## config.mk

```make
export PLATFORM = sky130hd
export DESIGN_NAME = vga_sync_decoder_flat
export DESIGN_NICKNAME = d
export VERILOG_FILES = /design/src/rtl/vga_sync_decoder_if.sv /design/src/rtl/vga_sync_decoder.sv /design/src/flat_wrapper.sv
export SDC_FILE = /design/constraint.sdc
export NUM_CORES = 1
export LEC_CHECK = 0
export ABC_AREA = 1
export BUFFER_PORTS_ARGS = -buffer_cell sky130_fd_sc_hd__buf_4
export CAP_MARGIN = 0
export CORE_MARGIN = 3
export CORE_UTILIZATION = 60
export DETAILED_ROUTE_END_ITERATION = 10
export PLACE_DENSITY = 0.85
export SYNTH_ARGS = -nofsm -noshare
export SYNTH_HDL_FRONTEND = slang
export SYNTH_SLANG_ARGS = --single-unit
```

## constraint.sdc

```tcl
create_clock -name i_Clk -period 3.8 [get_ports i_Clk]
set_input_delay 0.19 -clock i_Clk [delete_from_list [all_inputs] [get_ports i_Clk]]
set_output_delay 0.19 -clock i_Clk [all_outputs]
set_load 0.02 [all_outputs]
```

## src/rtl/vga_sync_decoder_if.sv

```systemverilog
// Stream interface between a VGA sync/colour source and the receive-side decoder.
interface vga_sync_decoder_if;
    logic       i_HSync;
    logic       i_VSync;
    logic [2:0] i_Red;
    logic [2:0] i_Grn;
    logic [2:0] i_Blu;
    logic [9:0] o_X;
    logic [9:0] o_Y;
    logic       o_Active;
    logic [2:0] o_Red;
    logic [2:0] o_Grn;
    logic [2:0] o_Blu;
    logic       o_Frame_Start;
    logic       o_Locked;
    logic       o_Timing_Err;

    // Stream source / observer side.
    modport master (
        output i_HSync, i_VSync, i_Red, i_Grn, i_Blu,
        input  o_X, o_Y, o_Active, o_Red, o_Grn, o_Blu,
        input  o_Frame_Start, o_Locked, o_Timing_Err
    );

    // Decoder side.
    modport slave (
        input  i_HSync, i_VSync, i_Red, i_Grn, i_Blu,
        output o_X, o_Y, o_Active, o_Red, o_Grn, o_Blu,
        output o_Frame_Start, o_Locked, o_Timing_Err
    );
endinterface

```

## src/rtl/vga_sync_decoder.sv

```systemverilog
// Receive-side VGA decoder: rebuilds X/Y from HSync/VSync, checks timing,
// declares lock after clean frames and forwards visible pixels with coordinates.
module vga_sync_decoder #(
    parameter int unsigned H_VISIBLE_AREA = 640,
    parameter int unsigned H_FRONT_PORCH  = 16,
    parameter int unsigned H_SYNC_PULSE   = 96,
    parameter int unsigned H_TOTAL        = 800,
    parameter int unsigned V_VISIBLE_AREA = 480,
    parameter int unsigned V_FRONT_PORCH  = 10,
    parameter int unsigned V_SYNC_PULSE   = 2,
    parameter int unsigned V_TOTAL        = 525,
    parameter int unsigned LOCK_FRAMES    = 2
) (
    input  logic i_Clk,
    input  logic i_Rst_L,
    vga_sync_decoder_if.slave vga
);
    localparam int unsigned CNT_W  = 10;
    localparam int unsigned COL_W  = 3;
    localparam int unsigned GOOD_W = 3;

    localparam logic [CNT_W-1:0] H_SYNC_START = CNT_W'(H_VISIBLE_AREA + H_FRONT_PORCH);
    localparam logic [CNT_W-1:0] H_SYNC_END   = CNT_W'(H_VISIBLE_AREA + H_FRONT_PORCH + H_SYNC_PULSE);
    localparam logic [CNT_W-1:0] H_LAST       = CNT_W'(H_TOTAL - 1);
    localparam logic [CNT_W-1:0] H_VIS        = CNT_W'(H_VISIBLE_AREA);
    localparam logic [CNT_W-1:0] V_SYNC_START = CNT_W'(V_VISIBLE_AREA + V_FRONT_PORCH);
    localparam logic [CNT_W-1:0] V_SYNC_END   = CNT_W'(V_VISIBLE_AREA + V_FRONT_PORCH + V_SYNC_PULSE);
    localparam logic [CNT_W-1:0] V_LAST       = CNT_W'(V_TOTAL - 1);
    localparam logic [CNT_W-1:0] V_VIS        = CNT_W'(V_VISIBLE_AREA);
    localparam logic [GOOD_W-1:0] LOCK_TARGET = GOOD_W'(LOCK_FRAMES);

    typedef enum logic [1:0] {ST_SEARCH, ST_TRACK, ST_LOCKED} state_e;

    logic             hs_q, vs_q, hs_prev_q, vs_prev_q;
    logic [COL_W-1:0] red_q, grn_q, blu_q;
    logic             hs_fall_c, hs_rise_c, vs_fall_c, vs_rise_c;
    logic [CNT_W-1:0] h_cnt_q, h_cnt_d, v_cnt_q, v_cnt_d, h_pred_c, v_pred_c;
    logic             h_wrap_c, err_c, timing_err_c;
    state_e           state_q, state_d;
    logic [GOOD_W-1:0] good_q, good_d;
    logic             active_q, active_d, frame_start_q, frame_start_d;
    logic             locked_q, locked_d, timing_err_q;
    logic [COL_W-1:0] red_o_q, red_o_d, grn_o_q, grn_o_d, blu_o_q, blu_o_d;

    // Input capture stage plus one-deep history for edge detection.
    always_ff @(posedge i_Clk or negedge i_Rst_L) begin
        if (!i_Rst_L) begin
            hs_q      <= 1'b0;
            vs_q      <= 1'b0;
            hs_prev_q <= 1'b0;
            vs_prev_q <= 1'b0;
            red_q     <= '0;
            grn_q     <= '0;
            blu_q     <= '0;
        end else begin
            hs_q      <= vga.i_HSync;
            vs_q      <= vga.i_VSync;
            hs_prev_q <= hs_q;
            vs_prev_q <= vs_q;
            red_q     <= vga.i_Red;
            grn_q     <= vga.i_Grn;
            blu_q     <= vga.i_Blu;
        end
    end

    assign hs_fall_c = hs_prev_q & ~hs_q;
    assign hs_rise_c = ~hs_prev_q & hs_q;
    assign vs_fall_c = vs_prev_q & ~vs_q;
    assign vs_rise_c = ~vs_prev_q & vs_q;

    // Free-running prediction, sync-fall realignment, and timing violation detection.
    always_comb begin
        h_wrap_c = (h_cnt_q == H_LAST);
        h_pred_c = h_wrap_c ? '0 : h_cnt_q + CNT_W'(1);
        v_pred_c = v_cnt_q;
        if (h_wrap_c) begin
            v_pred_c = (v_cnt_q == V_LAST) ? '0 : v_cnt_q + CNT_W'(1);
        end
        h_cnt_d = hs_fall_c ? H_SYNC_START : h_pred_c;
        v_cnt_d = vs_fall_c ? V_SYNC_START : v_pred_c;
        err_c   = (hs_fall_c && (h_pred_c != H_SYNC_START))
               || (hs_rise_c && (h_pred_c != H_SYNC_END))
               || (hs_q && (h_pred_c == H_SYNC_START))
               || (vs_fall_c && (v_pred_c != V_SYNC_START))
               || (vs_rise_c && (v_pred_c != V_SYNC_END))
               || (h_wrap_c && vs_q && (v_pred_c == V_SYNC_START));
        timing_err_c = err_c && (state_q != ST_SEARCH);
    end

    // Pixel counters; h_cnt_q/v_cnt_q are the coordinates of the pixel on the outputs.
    always_ff @(posedge i_Clk or negedge i_Rst_L) begin
        if (!i_Rst_L) begin
            h_cnt_q <= '0;
            v_cnt_q <= '0;
        end else begin
            h_cnt_q <= h_cnt_d;
            v_cnt_q <= v_cnt_d;
        end
    end

    // Lock FSM state register.
    always_ff @(posedge i_Clk or negedge i_Rst_L) begin
        if (!i_Rst_L) begin
            state_q <= ST_SEARCH;
            good_q  <= '0;
        end else begin
            state_q <= state_d;
            good_q  <= good_d;
        end
    end

    // Lock FSM next state: count clean frames between VSync falls, drop on any violation.
    always_comb begin
        state_d = state_q;
        good_d  = good_q;
        case (state_q)
            ST_SEARCH: begin
                if (vs_fall_c) begin
                    state_d = ST_TRACK;
                    good_d  = '0;
                end
            end
            ST_TRACK: begin
                if (timing_err_c) begin
                    state_d = ST_SEARCH;
                    good_d  = '0;
                end else if (vs_fall_c) begin
                    good_d = good_q + GOOD_W'(1);
                    if (good_q + GOOD_W'(1) == LOCK_TARGET) begin
                        state_d = ST_LOCKED;
                    end
                end
            end
            ST_LOCKED: begin
                if (timing_err_c) begin
                    state_d = ST_SEARCH;
                    good_d  = '0;
                end
            end
            default: begin
                state_d = ST_SEARCH;
                good_d  = '0;
            end
        endcase
    end

    // Output decode for the pixel currently in the capture stage.
    always_comb begin
        locked_d      = (state_d == ST_LOCKED);
        active_d      = locked_d && (h_cnt_d < H_VIS) && (v_cnt_d < V_VIS);
        frame_start_d = locked_d && (h_cnt_d == '0) && (v_cnt_d == '0);
        red_o_d       = active_d ? red_q : '0;
        grn_o_d       = active_d ? grn_q : '0;
        blu_o_d       = active_d ? blu_q : '0;
    end

    // Output register stage.
    always_ff @(posedge i_Clk or negedge i_Rst_L) begin
        if (!i_Rst_L) begin
            active_q      <= 1'b0;
            frame_start_q <= 1'b0;
            locked_q      <= 1'b0;
            timing_err_q  <= 1'b0;
            red_o_q       <= '0;
            grn_o_q       <= '0;
            blu_o_q       <= '0;
        end else begin
            active_q      <= active_d;
            frame_start_q <= frame_start_d;
            locked_q      <= locked_d;
            timing_err_q  <= timing_err_c;
            red_o_q       <= red_o_d;
            grn_o_q       <= grn_o_d;
            blu_o_q       <= blu_o_d;
        end
    end

    assign vga.o_X           = h_cnt_q;
    assign vga.o_Y           = v_cnt_q;
    assign vga.o_Active      = active_q;
    assign vga.o_Red         = red_o_q;
    assign vga.o_Grn         = grn_o_q;
    assign vga.o_Blu         = blu_o_q;
    assign vga.o_Frame_Start = frame_start_q;
    assign vga.o_Locked      = locked_q;
    assign vga.o_Timing_Err  = timing_err_q;
endmodule
```

## src/flat_wrapper.sv

```systemverilog
// flat-port wrapper written by rule: the top's interface ports become plain ports
module vga_sync_decoder_flat 
#(
    parameter int unsigned H_VISIBLE_AREA = 640,
    parameter int unsigned H_FRONT_PORCH  = 16,
    parameter int unsigned H_SYNC_PULSE   = 96,
    parameter int unsigned H_TOTAL        = 800,
    parameter int unsigned V_VISIBLE_AREA = 480,
    parameter int unsigned V_FRONT_PORCH  = 10,
    parameter int unsigned V_SYNC_PULSE   = 2,
    parameter int unsigned V_TOTAL        = 525,
    parameter int unsigned LOCK_FRAMES    = 2
)
  (i_Clk, i_Rst_L, vga_i_HSync, vga_i_VSync, vga_i_Red, vga_i_Grn, vga_i_Blu, vga_o_X, vga_o_Y, vga_o_Active, vga_o_Red, vga_o_Grn, vga_o_Blu, vga_o_Frame_Start, vga_o_Locked, vga_o_Timing_Err);
  vga_sync_decoder_if vga_i ();
  input  logic i_Clk;
  input  logic i_Rst_L;
  input wire logic [$bits(vga_i.i_HSync)-1:0] vga_i_HSync;
  input wire logic [$bits(vga_i.i_VSync)-1:0] vga_i_VSync;
  input wire logic [$bits(vga_i.i_Red)-1:0] vga_i_Red;
  input wire logic [$bits(vga_i.i_Grn)-1:0] vga_i_Grn;
  input wire logic [$bits(vga_i.i_Blu)-1:0] vga_i_Blu;
  output wire logic [$bits(vga_i.o_X)-1:0] vga_o_X;
  output wire logic [$bits(vga_i.o_Y)-1:0] vga_o_Y;
  output wire logic [$bits(vga_i.o_Active)-1:0] vga_o_Active;
  output wire logic [$bits(vga_i.o_Red)-1:0] vga_o_Red;
  output wire logic [$bits(vga_i.o_Grn)-1:0] vga_o_Grn;
  output wire logic [$bits(vga_i.o_Blu)-1:0] vga_o_Blu;
  output wire logic [$bits(vga_i.o_Frame_Start)-1:0] vga_o_Frame_Start;
  output wire logic [$bits(vga_i.o_Locked)-1:0] vga_o_Locked;
  output wire logic [$bits(vga_i.o_Timing_Err)-1:0] vga_o_Timing_Err;
  assign vga_i.i_HSync = vga_i_HSync;
  assign vga_i.i_VSync = vga_i_VSync;
  assign vga_i.i_Red = vga_i_Red;
  assign vga_i.i_Grn = vga_i_Grn;
  assign vga_i.i_Blu = vga_i_Blu;
  assign vga_o_X = vga_i.o_X;
  assign vga_o_Y = vga_i.o_Y;
  assign vga_o_Active = vga_i.o_Active;
  assign vga_o_Red = vga_i.o_Red;
  assign vga_o_Grn = vga_i.o_Grn;
  assign vga_o_Blu = vga_i.o_Blu;
  assign vga_o_Frame_Start = vga_i.o_Frame_Start;
  assign vga_o_Locked = vga_i.o_Locked;
  assign vga_o_Timing_Err = vga_i.o_Timing_Err;
  vga_sync_decoder #(.H_VISIBLE_AREA(H_VISIBLE_AREA), .H_FRONT_PORCH(H_FRONT_PORCH), .H_SYNC_PULSE(H_SYNC_PULSE), .H_TOTAL(H_TOTAL), .V_VISIBLE_AREA(V_VISIBLE_AREA), .V_FRONT_PORCH(V_FRONT_PORCH), .V_SYNC_PULSE(V_SYNC_PULSE), .V_TOTAL(V_TOTAL), .LOCK_FRAMES(LOCK_FRAMES)) u_core (.i_Clk(i_Clk), .i_Rst_L(i_Rst_L), .vga(vga_i));
endmodule
```

### Word level (Yosys, flattened, before mapping)

Index checks and enable logic that the tools add are counted.

* add/sub/neg operators: 3
* bitwise gates (word level): 8
* reduce and logical (&&, ||, !) cells: 22
* muxes and demuxes: 19
* $lt $le $gt $ge: 2
* equality and inequality tests: 15

Operators by type and width (number)
* $mux W10: 5
* $eq A10 B10 Y1 const B: 3
* $mux W3: 7
* $add A10 B1 Y10 const B: 2
* $logic_not A10 Y1: 2
* $ne A10 B10 Y1 const B: 2
* $ne A10 B9 Y1 const B: 2
* $logic_and A1 B1 Y1: 12
* $eq A10 B9 Y1 const B: 1
* $lt A10 B10 Y1 const B: 1
* $lt A10 B9 Y1 const B: 1
* $mux W2: 5
* $pmux W3 S3: 1
* $pmux W2 S3: 1
* $logic_or A1 B1 Y1: 5
* $and A1 B1 Y1: 4
* $eq A2 B2 Y1 const B: 2
* $ne A2 B1 Y1 const B: 2
* $not A1 Y1: 4
* $add A3 B1 Y3 const B: 1
* $eq A3 B2 Y1 const B: 1
* $ne A3 B1 Y1 const B: 1
* $reduce_and A3 Y1: 1
* $eq A2 B1 Y1 const B: 1
* other kinds (2): 2

* word-level logic and storage cells: 87
* output and inout bits: 33
* input port bits: 13
* bits in registers: 51

### Depth between registers and ports, before layout

* word-level depth: 16
* mapped depth: 17
* gate-level depth less buffers: 17

### Least setup slack after synthesis

No wires, ideal clock.

* path type: flip-flop to flip-flop
* from: reg u_core.h_cnt_q[0], in the netlist u_core.vga.o_X[0]
* to: reg u_core.blu_o_q[0], in the netlist u_core.vga.o_Blu[0]
* cell stages (with the launch flop): 16
* slack: 1.456 ns
* library setup time: 0.081 ns
* period minus slack after synthesis: 2.344 ns
* data required time: 3.719 ns
* data arrival time: 2.263 ns
* buffers on the path: 2
* cells stage by stage: dfrtp_1 ha_1 nand2_2 nor2_4 inv_2 nor2_4 buf_6 nand2_1 nand2_2 nand2_2 nor2_2 nand4_1 nand2_2 nand4_4 buf_6 nor3_2

* word-level cells in the longest chain between the ends: 16
* elaborated cells on any way between the ends: 34
* classes of those cells: add/sub (1); order compare (2); eq/ne (8); mux (8); reduce/logical (15)

Ends and longest elaborated chain
* start, declared: RTL line vga_sync_decoder.sv:37 `logic [CNT_W-1:0] h_cnt_q, h_cnt_d, v_cnt_q, v_cnt_d, h_pred_c, v_pred_c;`
* start signal, assigned: RTL line vga_sync_decoder.sv:96 `h_cnt_q <= h_cnt_d;`
* $add A10 B1 Y10 / $eq A10 B10 Y1 (equally long branches): RTL line vga_sync_decoder.sv:74, vga_sync_decoder.sv:73
* $mux W10: RTL line vga_sync_decoder.sv:74 `h_pred_c = h_wrap_c ? '0 : h_cnt_q + CNT_W'(1);`
* $ne A10 B10 Y1 (on tied branches): RTL line vga_sync_decoder.sv:81, vga_sync_decoder.sv:82
* $logic_and A1 B1 Y1 (on tied branches): RTL line vga_sync_decoder.sv:81, vga_sync_decoder.sv:82
* $logic_or A1 B1 Y1: RTL line vga_sync_decoder.sv:82 `|| (hs_rise_c && (h_pred_c != H_SYNC_END))`
* $logic_or A1 B1 Y1: RTL line vga_sync_decoder.sv:83 `|| (hs_q && (h_pred_c == H_SYNC_START))`
* $logic_or A1 B1 Y1: RTL line vga_sync_decoder.sv:84 `|| (vs_fall_c && (v_pred_c != V_SYNC_START))`
* $logic_or A1 B1 Y1: RTL line vga_sync_decoder.sv:85 `|| (vs_rise_c && (v_pred_c != V_SYNC_END))`
* $logic_or A1 B1 Y1: RTL line vga_sync_decoder.sv:86 `|| (h_wrap_c && vs_q && (v_pred_c == V_SYNC_START));`
* $logic_and A1 B1 Y1: RTL line vga_sync_decoder.sv:87 `timing_err_c = err_c && (state_q != ST_SEARCH);`
* $mux W2 (on tied branches): RTL line vga_sync_decoder.sv:135, vga_sync_decoder.sv:124
* $pmux W2 S3: RTL line vga_sync_decoder.sv:116 `case (state_q)`
* $eq A2 B2 Y1: RTL line vga_sync_decoder.sv:149 `locked_d = (state_d == ST_LOCKED);`
* $logic_and A1 B1 Y1: RTL line vga_sync_decoder.sv:150 `active_d = locked_d && (h_cnt_d < H_VIS) && (v_cnt_d < V_VIS);`
* $logic_and A1 B1 Y1 *: RTL line vga_sync_decoder.sv:150
* $mux W3 *: RTL line vga_sync_decoder.sv:154 `blu_o_d = active_d ? blu_q : '0;`
* named net u_core.blu_o_d[0]: RTL line vga_sync_decoder.sv:43 `logic [COL_W-1:0] red_o_q, red_o_d, grn_o_q, grn_o_d, blu_o_q, blu_o_d;`
* end signal, assigned: RTL line vga_sync_decoder.sv:174 `blu_o_q <= blu_o_d;`
* end, declared: RTL line vga_sync_decoder.sv:43

Mark *: on every way through the listed nets, which the timed path passes. The rest lies on a longest branch.
A chain may end at the register's enable or synchronous reset.

### Worst setup path after layout

* from: reg u_core.h_cnt_q[0], in the netlist u_core.vga.o_X[0]
* to: reg u_core.blu_o_q[2], in the netlist u_core.vga.o_Blu[2]

Same word-level chain as after synthesis.

==> results.md <==
- IO Pins: 46
- CTS root buf: clkbuf_8
- Seq cells post-synth: a little over 50
- Row count: 23
- Total iterations of the first detailed-routing run: 7
- Die Ht: 72.49 um
- Drt first-iter violations: 124
- Critical Path RT: 4000 ps
- Final setup vio count: 0
- GRT busiest layer: met2
- VDD IR max: 0.5175 mV
- Yosys top cell area share: 0.4811
- H-tree depth: 2
- Placed inst area: 0.003030 mm^2
- RePlAce Congestion: 0.9160
- Pwr per Cell Area: 372.7 mW/mm^2
- Critical Path Source Type: flop
- FILL cells: approximately 300
- Final Cycle Share: 0.7307
- CTS sink cnt: 51
- Grt met2 use: 0.4125
- Clk Latency, worst-skew pair: 300 ps
- Met1 Track Usage GR: 0.3579
- Max stage delay on crit path: 480 ps
- Setup TNS: 0 ps
- Post-Syn Area: 0.002653 mm^2
- Worst hold path class: reg2reg
- Total Routed Length: between 6000 and 7000 um
- Critical path, cell by cell: ha_1, nand2_2, nor2_4, inv_2, nor2_4, nand3_1, nand2_1, nand2_2, nor2_2, nand4_1, nand2_2, nand4_4, nor3_1
- Post-synthesis sequential area ratio: 0.4811
- GRT Util Overall: 0.2617
- Worst-case clock buffer depth: 2
- Antenna Cells: 0
- Vias/cell: 5.246
- Worst slew pin tran: about 610 ps
- Syn_area_per_cell: between 8 and 9 um^2
- Leading area contributor after synthesis: dfrtp_1
- Setup CP Type: reg2reg
- Vias in the first global route: 2177
- CTS buffer count: 5
- DRC errors left: 0
- Fin area: 0.003287 mm^2
- Setup bufs post-CTS: 0
- Initial core utilization: 0.6401
- RSZ-0062 raised after global routing: no
- Max Slew Vio Count: 0
- I/O Buffers: 45
- Fin crit period: approximately 2800 ps
- Crit. End Element: flop
- Die area: about 0.0053 mm^2
- Rel. slew slack: 0.5959
- Max-cap violations: 0
- CP top delay family: simple AND/OR/NAND/NOR gates
- Worst EP arrival: 2980 ps
- Slowest CP cell: dfrtp_1
- Most frequent cells in the layout: nand2_1, inv_1, dfrtp_1
- Leakage: about 1.8 nW
- Share of cells above drive strength 1: 0.2061
- Cell count after synthesis: 330
- Most common cell after layout, fill and taps aside: nand2_1
- Post-synth net total: 349
- ANT nets after route: 0
- CP most frequent cell: nand2_2
- Met3 usage: 0.06510
- HPWL after DPL: 4339 um
- Final hold violation count: 0
- CTS resizes: 0
- Die W: 72.49 um
- TritonCTS clock tree: yes
- GRT overflow: 0
- Cell variety after synth: 32
- Area Overhead vs Synth: 23.92%
- Largest cells by area after synthesis: dfrtp_1, nand2_1, inv_1
- Outcome: completed
- DR WL/cell: 13.86 um
- Fmax: about 360 MHz
- Clock skew: between 5 and 6 ps
- Antenna violations before repair: 0
- CORE AREA: 0.004144 mm^2
- First-pass GRT wire length: between 10000 and 15000 um
- Max FO, Critical Path: 16
- Final net count: about 410
- CTS clk-pin slew, worst paths: approximately 90 ps
- DR vias: 2324
- Buf/Inv on CP: 1
- Largest net degree at the start of global routing: 52
- Synth warnings: 0
-- area by class of cell --
cell class                      instances  area, um^2  share of cell area
Sequential cell                        51        1276              0.3883
Multi-Input combinational cell        220        1140              0.3468
Timing Repair Buffer                   57       457.9              0.1393
Inverter                               57       214.0             0.06509
Clock buffer                            5       68.82             0.02094
Clock inverter                          3       67.56             0.02056
Tap cell                               50       62.56             0.01903
-- synth_stat cells --
| cell | n |
|---|---|
| a21boi_1 | 1 |
| a21oi_2 | 1 |
| a31oi_1 | 1 |
| buf_6 | 2 |
| clkinv_1 | 1 |
| dfrtp_1 | 51 |
| ha_1 | 6 |
| inv_1 | 55 |
| inv_2 | 1 |
| nand2_1 | 84 |
| nand2_2 | 9 |
| nand3_1 | 29 |
| nand3_2 | 2 |
| nand3b_1 | 1 |
| nand3b_4 | 1 |
| nand4_1 | 9 |
| nand4_4 | 1 |
| nor2_1 | 43 |
| nor2_2 | 5 |
| nor2_4 | 2 |
| nor3_1 | 4 |
| nor3_2 | 6 |
| nor4_1 | 1 |
| nor4b_1 | 1 |
| o2111a_1 | 1 |
| o21ai_0 | 4 |
| o21ai_1 | 1 |
| o21bai_1 | 2 |
| or2_1 | 1 |
| or3_1 | 1 |
| xnor2_1 | 2 |
| xor2_1 | 1 |
-- stage by stage --
step                  util  hold WS, ps  cells  setup slack [ps]  total power, W
detailed placement  0.7313        245.1    423              1120       0.0007817
global route        0.7932        397.5    443             755.7        0.001276
global placement    0.7313        242.4    423              1300       0.0007754
CTS                 0.7932        390.7    443              1101        0.001228
finish              0.7932        392.5    443              1023        0.001225
floorplan                -       -105.6    330              1456       0.0007078
-- report_power, final --
group	switching, W	internal, W	total, W
Combinational	0.000115	0.0000703	0.000186
Clock	0.000179	0.000262	0.000441
Sequential	0.0000292	0.000569	0.000598
Total	0.000324	0.000902	0.00123
-- repair_timing --
action | CTS | global route
hold endpoints to repair | 62 | 0
endpoints found under the setup margin | 0 | 0
hold buffers | 12 | 0
-- routing by layer --
| metal | share of wire | vias to the layer above |
|---|---|---|
| li1 | - | 1156 |
| met1 | 0.43 | 1069 |
| met2 | 0.49 | 82 |
| met3 | 0.057 | 17 |
| met4 | 0.021 | 0 |
| met5 | 0 | - |
-- state kept, by name (all words and copies together), names as in the netlist, 2 cells and up --
signal            flops
u_core.state_q        2
u_core.vga.o_Y       10
u_core.vga.o_X       10
u_core.vga.o_Grn      3
u_core.vga.o_Red      3
u_core.blu_q          3
u_core.red_q          3
u_core.grn_q          3
u_core.good_q         3
u_core.vga.o_Blu      3
-- cells by family (layout without fill, tap and decap cells) --
group	after synthesis	in the layout	synth area share
buffers and inverters	59	122	0.08915
AO/OA/AOI/OAI	11	11	0.02783
AND/OR/NAND/NOR	200	200	0.3637
adder cells (fa/ha/maj)	6	6	0.02830
flip-flops	51	51	0.4811
XOR/XNOR	3	3	0.009907
-- path summary, 6_finish.rpt --
kind	startpoint	end	slack (ps)	depth (start not counted)
setup / recovery	u_core.vga.o_X[0]	u_core.vga.o_Blu[2]	1020	13
hold reg to reg	u_core.hs_q	u_core.hs_prev_q	390	0
max in group asynchronous	i_Rst_L	u_core.vga.o_Y[2]	2950	2
min in group asynchronous	i_Rst_L	u_core.hs_q	450	2
setup reg to reg	u_core.vga.o_X[0]	u_core.vga.o_Blu[2]	1020	13
hold / removal	u_core.hs_q	u_core.hs_prev_q	390	0
No activity file was read; power rests on OpenSTA's default activity.
